[src/rtl/cdma_lite_pkg.sv]
// -----------------------------------------------------------------------------
// cdma_lite_pkg
// Constants shared by the CDMA-lite register slave and its control master:
// register offsets within the AXI4-Lite window and the write response codes.
// -----------------------------------------------------------------------------
package cdma_lite_pkg;

    localparam logic [9:0] CDMA_SA_OFF  = 10'h18;
    localparam logic [9:0] CDMA_DA_OFF  = 10'h20;
    localparam logic [9:0] CDMA_BTT_OFF = 10'h28;

    localparam logic [1:0] RESP_OKAY   = 2'b00;
    localparam logic [1:0] RESP_SLVERR = 2'b10;

endpackage : cdma_lite_pkg

[src/rtl/cdma_lite_regs.sv]
// -----------------------------------------------------------------------------
// cdma_lite_regs
// AXI4-Lite write-only register slave holding the CDMA transfer configuration.
// AW and W are captured independently into one-entry holds; once both are held
// and no response is pending the write commits, loads the B response and, for
// a legal non-zero BTT write while idle, emits a one-cycle start pulse and
// raises busy until the engine reports done_i.
//
// Ports:
//   clk, rst_n                 clock, asynchronous active-low reset
//   awaddr/awvalid/awready     AXI4-Lite write address channel
//   wdata/wvalid/wready        AXI4-Lite write data channel (no strobes)
//   bresp/bvalid/bready        AXI4-Lite write response channel
//   src_addr, dst_addr, btt    configuration registers (0x18, 0x20, 0x28)
//   start                      one-cycle transfer launch pulse
//   busy                       transfer in flight
//   done_i                     engine completion pulse
// -----------------------------------------------------------------------------
module cdma_lite_regs
    import cdma_lite_pkg::*;
#(
    parameter int ADDR_W = 10,
    parameter int DATA_W = 32
) (
    input  logic              clk,
    input  logic              rst_n,
    input  logic [ADDR_W-1:0] awaddr,
    input  logic              awvalid,
    output logic              awready,
    input  logic [DATA_W-1:0] wdata,
    input  logic              wvalid,
    output logic              wready,
    output logic [1:0]        bresp,
    output logic              bvalid,
    input  logic              bready,
    output logic [31:0]       src_addr,
    output logic [31:0]       dst_addr,
    output logic [31:0]       btt,
    output logic              start,
    output logic              busy,
    input  logic              done_i
);

    // Holding registers and response state
    logic              aw_held_r;
    logic [ADDR_W-1:0] awaddr_q_r;
    logic              w_held_r;
    logic [DATA_W-1:0] wdata_q_r;
    logic              bvalid_r;
    logic [1:0]        bresp_r;
    logic              start_r;
    logic              busy_r;
    logic [31:0]       src_addr_r;
    logic [31:0]       dst_addr_r;
    logic [31:0]       btt_r;

    // Decode results for the currently held access
    logic              commit_s;
    logic [1:0]        dec_resp_s;
    logic              we_sa_s;
    logic              we_da_s;
    logic              we_btt_s;
    logic              launch_s;

    // Readies depend only on registered state, never on the valids
    assign awready  = !aw_held_r && !bvalid_r;
    assign wready   = !w_held_r  && !bvalid_r;
    assign commit_s = aw_held_r && w_held_r && !bvalid_r;

    // Address decode of the held access; priority: misalignment first
    always_comb begin
        dec_resp_s = RESP_SLVERR;
        we_sa_s    = 1'b0;
        we_da_s    = 1'b0;
        we_btt_s   = 1'b0;
        launch_s   = 1'b0;
        if (awaddr_q_r[1:0] != 2'b00) begin
            dec_resp_s = RESP_SLVERR;
        end else if (awaddr_q_r == ADDR_W'(CDMA_SA_OFF)) begin
            dec_resp_s = RESP_OKAY;
            we_sa_s    = 1'b1;
        end else if (awaddr_q_r == ADDR_W'(CDMA_DA_OFF)) begin
            dec_resp_s = RESP_OKAY;
            we_da_s    = 1'b1;
        end else if (awaddr_q_r == ADDR_W'(CDMA_BTT_OFF)) begin
            if (busy_r) begin
                // Reprogramming the length mid-transfer is refused outright
                dec_resp_s = RESP_SLVERR;
            end else begin
                dec_resp_s = RESP_OKAY;
                we_btt_s   = 1'b1;
                launch_s   = (wdata_q_r != {DATA_W{1'b0}});
            end
        end else begin
            dec_resp_s = RESP_SLVERR;
        end
    end

    // AW/W capture, commit and B channel handshake
    always_ff @(posedge clk or negedge rst_n) begin
        if (!rst_n) begin
            aw_held_r  <= 1'b0;
            awaddr_q_r <= {ADDR_W{1'b0}};
            w_held_r   <= 1'b0;
            wdata_q_r  <= {DATA_W{1'b0}};
            bvalid_r   <= 1'b0;
            bresp_r    <= RESP_OKAY;
        end else begin
            if (commit_s) begin
                aw_held_r <= 1'b0;
                w_held_r  <= 1'b0;
                bvalid_r  <= 1'b1;
                bresp_r   <= dec_resp_s;
            end else begin
                if (awvalid && awready) begin
                    aw_held_r  <= 1'b1;
                    awaddr_q_r <= awaddr;
                end else begin
                    aw_held_r  <= aw_held_r;
                end
                if (wvalid && wready) begin
                    w_held_r  <= 1'b1;
                    wdata_q_r <= wdata;
                end else begin
                    w_held_r  <= w_held_r;
                end
                // commit requires bvalid low, so both branches never collide
                if (bvalid_r && bready) begin
                    bvalid_r <= 1'b0;
                end else begin
                    bvalid_r <= bvalid_r;
                end
            end
        end
    end

    // Configuration register updates on a legal commit
    always_ff @(posedge clk or negedge rst_n) begin
        if (!rst_n) begin
            src_addr_r <= 32'h0000_0000;
            dst_addr_r <= 32'h0000_0000;
            btt_r      <= 32'h0000_0000;
        end else begin
            if (commit_s && we_sa_s) begin
                src_addr_r <= 32'(wdata_q_r);
            end
            if (commit_s && we_da_s) begin
                dst_addr_r <= 32'(wdata_q_r);
            end
            if (commit_s && we_btt_s) begin
                btt_r <= 32'(wdata_q_r);
            end
        end
    end

    // Start pulse and busy tracking; a launch outranks a coincident done_i
    always_ff @(posedge clk or negedge rst_n) begin
        if (!rst_n) begin
            start_r <= 1'b0;
            busy_r  <= 1'b0;
        end else begin
            start_r <= commit_s && launch_s;
            if (commit_s && launch_s) begin
                busy_r <= 1'b1;
            end else if (done_i && busy_r) begin
                busy_r <= 1'b0;
            end else begin
                busy_r <= busy_r;
            end
        end
    end

    assign bvalid   = bvalid_r;
    assign bresp    = bresp_r;
    assign start    = start_r;
    assign busy     = busy_r;
    assign src_addr = src_addr_r;
    assign dst_addr = dst_addr_r;
    assign btt      = btt_r;

endmodule : cdma_lite_regs

[config.mk]
export PLATFORM = sky130hd
export DESIGN_NAME = cdma_lite_regs
export DESIGN_NICKNAME = d
export VERILOG_FILES = /design/src/rtl/cdma_lite_pkg.sv /design/src/rtl/cdma_lite_regs.sv
export SDC_FILE = /design/constraint.sdc
export NUM_CORES = 1
export LEC_CHECK = 0
export ABC_CLOCK_PERIOD_IN_PS = 2400
export CAP_MARGIN = 40
export CORE_MARGIN = 2
export CORE_UTILIZATION = 62
export DETAILED_ROUTE_END_ITERATION = 10
export DONT_BUFFER_PORTS = 1
export GPL_ROUTABILITY_DRIVEN = 0
export PLACE_DENSITY = 0.85
export SYNTH_ARGS = -nofsm -noshare
export SYNTH_HDL_FRONTEND = slang
export SYNTH_SLANG_ARGS = --single-unit
[constraint.sdc]
create_clock -name clk -period 2.4 [get_ports clk]
set_input_delay 0.6 -clock clk [delete_from_list [all_inputs] [get_ports clk]]
set_output_delay 0.6 -clock clk [all_outputs]
set_load 0.02 [all_outputs]
# == Word-level counts from Yosys, hierarchy flattened ==
# Cells that the tools add are included.
# totals
word_cells,66
reg_bits,145
output_inout_bits,103
input_bits,48
# classes
n_mux,28
bitwise,1
reduce_logical,23
n_eq_ne,3
# ops
op,n
$reduce_bool A32 Y1,1
$mux W1,23
$eq A10 B6 Y1 const B,2
$logic_and A1 B1 Y1,12
$eq A10 B5 Y1 const B,1
$mux W2,5
$reduce_bool A2 Y1,5
$reduce_and A2 Y1,2
$logic_not A1 Y1,3
$not A1 Y1,1

# == Logic depth before layout (Yosys ltp) ==
# Gate-level depths: netlist of run 1.
# depth
word_depth,8
ltp_mapped,6
depth_no_buf,4

# == Worst setup path before layout of run 1 ==
# No wires, ideal clock.
# synth_path
path_type,register -> register
start,register bvalid_r (netlist: bvalid)
end,register wdata_q_r[10]
t_arrival_ns,1.900
n_path_buf,2
path_stages_with_launch,6
required_ns,2.275
path_slack_ns,0.376
path_cell_list,dfrtp_1 -> nor2_1 -> and2_1 -> clkbuf_1 -> clkbuf_1 -> mux2_2
# synth_between
elab_chain_cells,4
word_cells_on_any_way,6
classes_between,bitwise: 1; reduce/logical: 5
# synth_lines
item,line_no,text
"start, declared",cdma_lite_regs.sv:49,logic bvalid_r;
"start signal, assigned",cdma_lite_regs.sv:131,bvalid_r <= bvalid_r;
$logic_not A1 Y1,cdma_lite_regs.sv:67,assign wready = !w_held_r && !bvalid_r;
$logic_and A1 B1 Y1,cdma_lite_regs.sv:67,
named net wready,cdma_lite_regs.sv:32,"output logic wready,"
$logic_and A1 B1 Y1,cdma_lite_regs.sv:121,if (wvalid && wready) begin
$reduce_and A2 Y1 (no line),n/a,
"end signal, assigned",cdma_lite_regs.sv:105,wdata_q_r <= {DATA_W{1'b0}};
"end signal, assigned",cdma_lite_regs.sv:123,wdata_q_r <= wdata;
"end, declared",cdma_lite_regs.sv:48,logic [DATA_W-1:0] wdata_q_r;
# The timed path passes the listed nets, and every way through them passes these cells.
# A chain may end at the register's enable or synchronous reset.

# == Worst setup path in the final report of run 1 ==
# layout_path
start,register awaddr_q_r[7]
end,register btt_r[30] (netlist: btt[30])
# layout_between
elab_chain_cells,6
word_cells_on_any_way,8
classes_between,eq/ne: 3; mux: 4; reduce/logical: 1
# layout_lines
item,line_no,text
"start, declared",cdma_lite_regs.sv:46,logic [ADDR_W-1:0] awaddr_q_r;
"start signal, assigned",cdma_lite_regs.sv:103,awaddr_q_r <= {ADDR_W{1'b0}};
"start signal, assigned",cdma_lite_regs.sv:117,awaddr_q_r <= awaddr;
$eq A10 B6 Y1,cdma_lite_regs.sv:85,end else if (awaddr_q_r == ADDR_W'(CDMA_BTT_OFF)) begin
$mux W1,cdma_lite_regs.sv:85,
$mux W1,cdma_lite_regs.sv:82,end else if (awaddr_q_r == ADDR_W'(CDMA_DA_OFF)) begin
$mux W1 *,cdma_lite_regs.sv:79,end else if (awaddr_q_r == ADDR_W'(CDMA_SA_OFF)) begin
$mux W1 *,cdma_lite_regs.sv:77,if (awaddr_q_r[1:0] != 2'b00) begin
$logic_and A1 B1 Y1 *,cdma_lite_regs.sv:150,if (commit_s && we_btt_s) begin
"end signal, assigned",cdma_lite_regs.sv:151,btt_r <= 32'(wdata_q_r);
"end, declared",cdma_lite_regs.sv:55,logic [31:0] btt_r;
# Mark *: on every way between the ends. The rest lies on a longest branch, timed or not.

==> impl_summary.txt, run 1 <==
----------------------------------------------------
[Critical path]
  Number of cell instances on the worst register-to-register path ... 5
  Start point of the critical path ... awaddr_q_r[7]$_DFFE_PN0P_
  Peak fanout along the critical path ... 12
  Data arrival time of the worst path ... 2560 ps
  Startpoint types ... register
  Endpoint required time on the critical path ... 2790 ps
  Worst setup EP type ... register
  R2r endpoint ... btt[30]$_DFFE_PN0P_
  Register-to-register setup slack ... 230 ps
  Category of the most critical setup path ... register to register
  Critical path destination ... btt[30]$_DFFE_PN0P_
  Worst reg2reg startpoint ... awaddr_q_r[7]$_DFFE_PN0P_

[GRT]
  Vias in the first global route ... 3061
  GRT Residual Overflow ... 0
  Initial antenna violation count ... 0
  Aggregate global-route resource usage ... 22.2%
  First-pass GRT wire length ... 16500 µm
  Largest net degree at the start of global routing ... 145

[Floorplan]
  Floorplan core area ... 8720 µm²
  Count of standard-cell rows ... 34
  # IOs ... 151
  Die extent in y ... 98.7 µm
  Effective utilization at floorplan ... 63.8%
  Area enclosed by the die boundary ... 9740 µm²
  Width of the die ... 98.7 µm

[Synth]
  Sequential area share after synthesis ... 64.8%
  Top FF cell, synth ... sky130_fd_sc_hd__dfrtp_1
  Most area-consuming cells after synthesis ... sky130_fd_sc_hd__dfrtp_1, sky130_fd_sc_hd__mux2_2, sky130_fd_sc_hd__mux2_4
  Most area-hungry cell type in the Yosys netlist ... sky130_fd_sc_hd__dfrtp_1
  Fraction of post-synthesis cell area in the top cell type by area ... 64.8%
  Syn Area/Cell ... 16.5 µm²
  Simple-gate share of the synthesized area ... 3.35%
  Adder and majority gate portion of the synthesized area ... 0%
  Ys async rst share ... 100%
  Synth Area in Compound Gates ... 0.653%
  Largest family of logic cells by synthesized area ... multiplexers
  Synthesized flop and latch total ... 144
  Share of synthesized area spent on multiplexers ... 28.6%
  Post-synthesis xor/xnor area fraction ... 0%
  Post-Syn Nets ... 386
  Number of synthesized flops with an enable pin ... 0
  Synthesized instance count ... 338
  Syn Std Cell Area ... 5560 µm²
  Number of unique standard cell types used by synthesis ... 28
  Yosys warning total ... 0

[Finish]
  Fraction of final layout cells sized beyond drive strength 1 ... 49.0%
  Total area of multi-input combinational cells ... 1820 µm²
  Area used by sequential logic in the layout ... 3600 µm²
  Layout area overhead ... 12.0%
  Fillcell total ... 567
  Post-route core utilization ... 71.4%
  Diode count ... 0
  Number of nets in the layout ... 397

[Place]
  DPL Wire Length ... 6990 µm
  DP Worst Slack ... 219 ps
  Port buffer count ... 0

[Run status]
  Result of the run ... finished, violations left
  Violations in the final reports ... hold timing

[STA]
  Worst hold slack ... -209 ps
  Worst Clk Skew ... 14.3 ps
  Final Max Tran Viols ... 0
  Fmax ... 0.460 GHz
  Final hold violation count ... 144
  Final Critical Period ... 2170 ps
  Worst setup margin ... 227 ps
  Fin crit share ... 90.5%
  Sum of negative setup slack ... 0 ps
  RSZ-0062 raised after global routing ... no
  Final setup violation count ... 0

[Clock tree]
  Clock transition at the register clock pins on the worst setup and hold paths after CTS ... 60 ps
  PostCTS Resize Cnt ... 0
  Clock tree from TritonCTS ... done
  Number of buffers on the longest clock path ... 2
  Setup Buffers After CTS ... 0
  Number of buffers added by the clock tree synthesis step ... 17
  Clock sinks ... 144
  Clock latency of the later-clocked register in the worst-skew pair ... 510 ps
  Root Driver ... sky130_fd_sc_hd__clkbuf_8
  CTS H-tree lvls ... 4

[Route]
  WL per Instance ... 22.4 µm
  Vias per std cell ... 6.12
  Antenna Nets Post-Route ... 0
  Starting DRC count in detailed routing ... 99
  Via count ... 2872
  DRC ... 0
  Detailed-route wire length ... 10500 µm
  Number of detailed-routing iterations run before antenna repair ... 4

[Run]
  Number of violations of the max-capacitance limit ... 0

[Power]
  Worst voltage drop across the vdd grid ... 645 µV
  PwrDens ... 1110 nW/µm²
  Leakage Power ... 3.03 nW

[Min path]
  Tightest Hold Check Type ... input pin to async pin

----------------------------------------------------
## cell families after synthesis
kind of cell,after synthesis
compound gates,6
flops,144
mux,138
buf+inv,19
simple gates,30
other cells,1
## layer usage
layer | up-vias | global-route usage, % | wire, µm
li1 | 1232 | - | -
met1 | 1507 | 26.7 | 4180
met2 | 117 | 35.6 | 5190
met3 | 16 | 9.57 | 938
met4 | 0 | 8.75 | 183
met5 | - | 0 | 0
## sequential cells by signal, summed over array words and instances, names as in the netlist
| signal | flops |
|---|---|
| wdata_q_r | 32 |
| bresp | 1 |
| src_addr | 32 |
| awaddr_q_r | 10 |
| busy | 1 |
| aw_held_r | 1 |
| bvalid | 1 |
| btt | 32 |
| start | 1 |
| dst_addr | 32 |
| w_held_r | 1 |
## cells in the final DEF, fill, tap and decap left out, types with 3 or more instances in the layout
cell and count:
sky130_fd_sc_hd__mux2_2 122, sky130_fd_sc_hd__mux2_4 10, sky130_fd_sc_hd__clkinv_2 4, sky130_fd_sc_hd__nand2_1 4, sky130_fd_sc_hd__buf_12 4, sky130_fd_sc_hd__nor4_1 8
sky130_fd_sc_hd__inv_6 3, sky130_fd_sc_hd__mux2_1 6, sky130_fd_sc_hd__clkbuf_16 16, sky130_fd_sc_hd__nand4_1 3, sky130_fd_sc_hd__nor2_1 4, sky130_fd_sc_hd__buf_4 5
sky130_fd_sc_hd__dfrtp_1 144
## worst min-delay path by stage
stage,from,end,slack (ps)
finish,rst_n,btt[9]$_DFFE_PN0P_,-210
global route,rst_n,dst_addr[9]$_DFFE_PN0P_,-240
CTS,rst_n,src_addr[5]$_DFFE_PN0P_,-230
detailed placement,rst_n,btt[9]$_DFFE_PN0P_,310
global placement,rst_n,dst_addr[9]$_DFFE_PN0P_,310
floorplan,rst_n,aw_held_r$_DFFE_PN0P_,300
## power breakdown
part | internal [W] | switching (W)
clock network | 0.00140 | 0.000982
registers | 0.00293 | 0.000674
logic | 0.000569 | 0.000342
## metrics by stage
stage / total power (W) / std cells / instance area (µm²) / hold WS, ps
finish: 0.00689 / 469 / 6230 / -209
global route: 0.00720 / 469 / 6230 / -240
CTS: 0.00693 / 469 / 6230 / -228
detailed placement: 0.00455 / 438 / 5690 / 307
global placement: 0.00446 / 438 / 5690 / 307
floorplan: 0.00420 / 338 / 5560 / 304
## cell usage after synthesis, types with 2 or more instances
cell type,instances
sky130_fd_sc_hd__buf_2,3
sky130_fd_sc_hd__nand4_1,3
sky130_fd_sc_hd__inv_1,2
sky130_fd_sc_hd__dfrtp_1,144
sky130_fd_sc_hd__buf_4,2
sky130_fd_sc_hd__and2_1,2
sky130_fd_sc_hd__a21o_1,2
sky130_fd_sc_hd__mux2_4,10
sky130_fd_sc_hd__buf_6,6
sky130_fd_sc_hd__mux2_2,122
sky130_fd_sc_hd__and3b_1,2
sky130_fd_sc_hd__o21ai_0,2
sky130_fd_sc_hd__mux2_1,6
sky130_fd_sc_hd__nand2_1,4
sky130_fd_sc_hd__nor2_1,4
sky130_fd_sc_hd__nor4_1,8
sky130_fd_sc_hd__clkbuf_1,5
## area by class of cell
cell class                 instances  area share [%]
sequential                       144            57.9
timing repair buffer               9            1.89
multi-input combinational        175            29.3
inverter                           2           0.121
clock buffer                      19            6.93
tap                              108            2.17
clock inverter                    12            1.75
## worst max-delay path, cell delays in order (launching register included)
cell                      delay, ps
sky130_fd_sc_hd__dfrtp_1        370
sky130_fd_sc_hd__or4_4          540
sky130_fd_sc_hd__nor3_2         250
sky130_fd_sc_hd__and4_2         310
sky130_fd_sc_hd__buf_4          220
sky130_fd_sc_hd__mux2_2         360
Power figures use the tool's default switching activity.
==> run 2, diff against run 1 <==
Settings changed: MAX_ROUTING_LAYER set to met4.
==> run 2 against run 1 <==
Compared with the run above: the flow still finishes with violations (hold timing); worst hold slack improved by 6.1 ps; clock skew down 4.3 ps; clock-buffer cell count stayed put; final area unchanged; fmax about the same; via count fell by 0.35%; highest routed layer unchanged.
==> impl_summary.txt, run 2 (synthesis results as in run 1) <==
----------------------------------------------------
[Run status]
  Result of the run ... finished, violations left (unchanged)
  Violations in the final reports ... hold timing (unchanged)

[Place]
  DP Worst Slack ... 219 ps (unchanged)
  Port buffer count ... 0 (unchanged)
  DPL Wire Length ... 6990 µm (unchanged)

[Floorplan]
  Effective utilization at floorplan ... 63.8% (unchanged)
  Count of standard-cell rows ... 34 (unchanged)
  Die extent in y ... 98.7 µm (unchanged)
  Width of the die ... 98.7 µm (unchanged)
  Floorplan core area ... 8720 µm² (unchanged)
  # IOs ... 151 (unchanged)
  Area enclosed by the die boundary ... 9740 µm² (unchanged)

[Power]
  PwrDens ... 1110 nW/µm² (about the same)
  Overall power ... 0.00689 W (about the same)
  Leakage Power ... 3.03 nW (unchanged)
  Worst voltage drop across the vdd grid ... 646 µV (was 645 µV)

[Finish]
  Diode count ... 0 (unchanged)
  Most frequent cells in the layout ... sky130_fd_sc_hd__dfrtp_1, sky130_fd_sc_hd__mux2_2, sky130_fd_sc_hd__clkbuf_16 (unchanged)
  Layout area overhead ... 12.0% (unchanged)
  Fraction of final layout cells sized beyond drive strength 1 ... 49.0% (unchanged)
  Most frequent standard cell in the layout excluding fill and tap cells ... sky130_fd_sc_hd__dfrtp_1 (unchanged)
  Number of nets in the layout ... 397 (unchanged)

[Clock tree]
  Number of buffers added by the clock tree synthesis step ... 17 (unchanged)
  Setup Buffers After CTS ... 0 (unchanged)
  Root Driver ... sky130_fd_sc_hd__clkbuf_8 (unchanged)
  PostCTS Resize Cnt ... 0 (unchanged)
  Number of buffers on the longest clock path ... 2 (unchanged)
  Clock latency of the later-clocked register in the worst-skew pair ... 500 ps (was 510 ps)
  Clock sinks ... 144 (unchanged)
  CTS H-tree lvls ... 4 (unchanged)
  Clock tree from TritonCTS ... done (unchanged)
  Clock transition at the register clock pins on the worst setup and hold paths after CTS ... 60 ps (about the same)

[GRT]
  First-pass GRT wire length ... 16500 µm (about the same)
  Vias in the first global route ... 3050 (was 3061)
  Largest net degree at the start of global routing ... 145 (unchanged)
  Most congested layer reported by global routing ... met2 (unchanged)
  Met3 capacity usage during global routing ... 8.94% (was 9.57%)
  Initial antenna violation count ... 0 (unchanged)
  Aggregate global-route resource usage ... 22.9% (was 22.2%)
  Grt met2 use ... 35.4% (was 35.6%)
  GRT Residual Overflow ... 0 (unchanged)
  Met1 layer usage reported by global route ... 27.5% (was 26.7%)

[Critical path]
  Worst setup EP type ... register (unchanged)
  Peak fanout along the critical path ... 12 (unchanged)
  Endpoint required time on the critical path ... 2770 ps (was 2790 ps)
  Data arrival time of the worst path ... 2550 ps (was 2560 ps)
  Category of the most critical setup path ... register to register (unchanged)
  Startpoint types ... register (unchanged)

[Route]
  DRC ... 0 (unchanged)
  Vias per std cell ... 6.10 (was 6.12)
  Antenna Nets Post-Route ... 0 (unchanged)
  Starting DRC count in detailed routing ... 91 (was 99)
  Number of detailed-routing iterations run before antenna repair ... 6 (was 4)
  WL per Instance ... 22.4 µm (about the same)
  Detailed-route wire length ... 10500 µm (about the same)
  Via count ... 2862 (was 2872)

[STA]
  Worst Clk Skew ... 9.97 ps (was 14.3 ps)
  Final hold violation count ... 144 (unchanged)
  Fmax ... 0.460 GHz (about the same)
  Sum of negative setup slack ... 0 ps (unchanged)
  Fin crit share ... 90.5% (about the same)
  Worst hold slack ... -203 ps (was -209 ps)
  Final Max Tran Viols ... 0 (unchanged)
  Final setup violation count ... 0 (unchanged)
  Worst setup margin ... 227 ps (about the same)
  Final Critical Period ... 2170 ps (about the same)
  RSZ-0062 raised after global routing ... no (unchanged)

[Min path]
  Tightest Hold Check Type ... input pin to async pin (unchanged)

[Run]
  Number of violations of the max-capacitance limit ... 0 (unchanged)

----------------------------------------------------
## run 2: through the flow
stage               std cells  cell area, µm²  utilization [%]
CTS                       469            6230             71.4
detailed placement        438            5690             65.2
finish                    469            6230             71.4
global placement          438            5690             65.2
global route              469            6230             71.4
floorplan                 338            5560                -
## run 2: worst max-delay path, cell delays in order (launching register included)
cell,delay [ps]
sky130_fd_sc_hd__dfrtp_1,380
sky130_fd_sc_hd__or4_4,540
sky130_fd_sc_hd__nor3_2,250
sky130_fd_sc_hd__and4_2,310
sky130_fd_sc_hd__buf_4,220
sky130_fd_sc_hd__mux2_2,360
## run 2: worst paths after layout
check                                             to                       from  slack, ps  depth (start not counted)
setup / recovery                 btt[30]$_DFFE_PN0P_  awaddr_q_r[7]$_DFFE_PN0P_        230                          5
max in group asynchronous        btt[30]$_DFFE_PN0P_                      rst_n       2440                          0
hold reg to reg            awaddr_q_r[1]$_DFFE_PN0P_  awaddr_q_r[1]$_DFFE_PN0P_        510                          1
hold / removal                    btt[9]$_DFFE_PN0P_                      rst_n       -200                          0
min in group clk                    busy$_DFFE_PN0P_                     done_i        210                          1
setup reg to reg                 btt[30]$_DFFE_PN0P_  awaddr_q_r[7]$_DFFE_PN0P_        230                          5
## run 2: layout make-up
class / count / area (µm²)
Clock buffer: 19 / 432
Fill cell: 567 / 2490
Multi-Input combinational cell: 175 / 1820
Timing Repair Buffer: 9 / 118
Inverter: 2 / 7.51
Clock inverter: 12 / 109
Tap cell: 108 / 135
Sequential cell: 144 / 3600
## run 2: per-layer routing
layer  wire length, µm  vias up
met5                 0        -
met3               893       13
met1              4210     1500
met2              5250      114
li1                  -     1235
met4               137        0
## run 2: power by group
part	leakage, nW	switching (W)	total [W]	internal [W]
Sequential	1.91	0.000676	0.00360	0.00293
Combinational	0.852	0.000341	0.000910	0.000569
Clock	0.265	0.000979	0.00238	0.00140
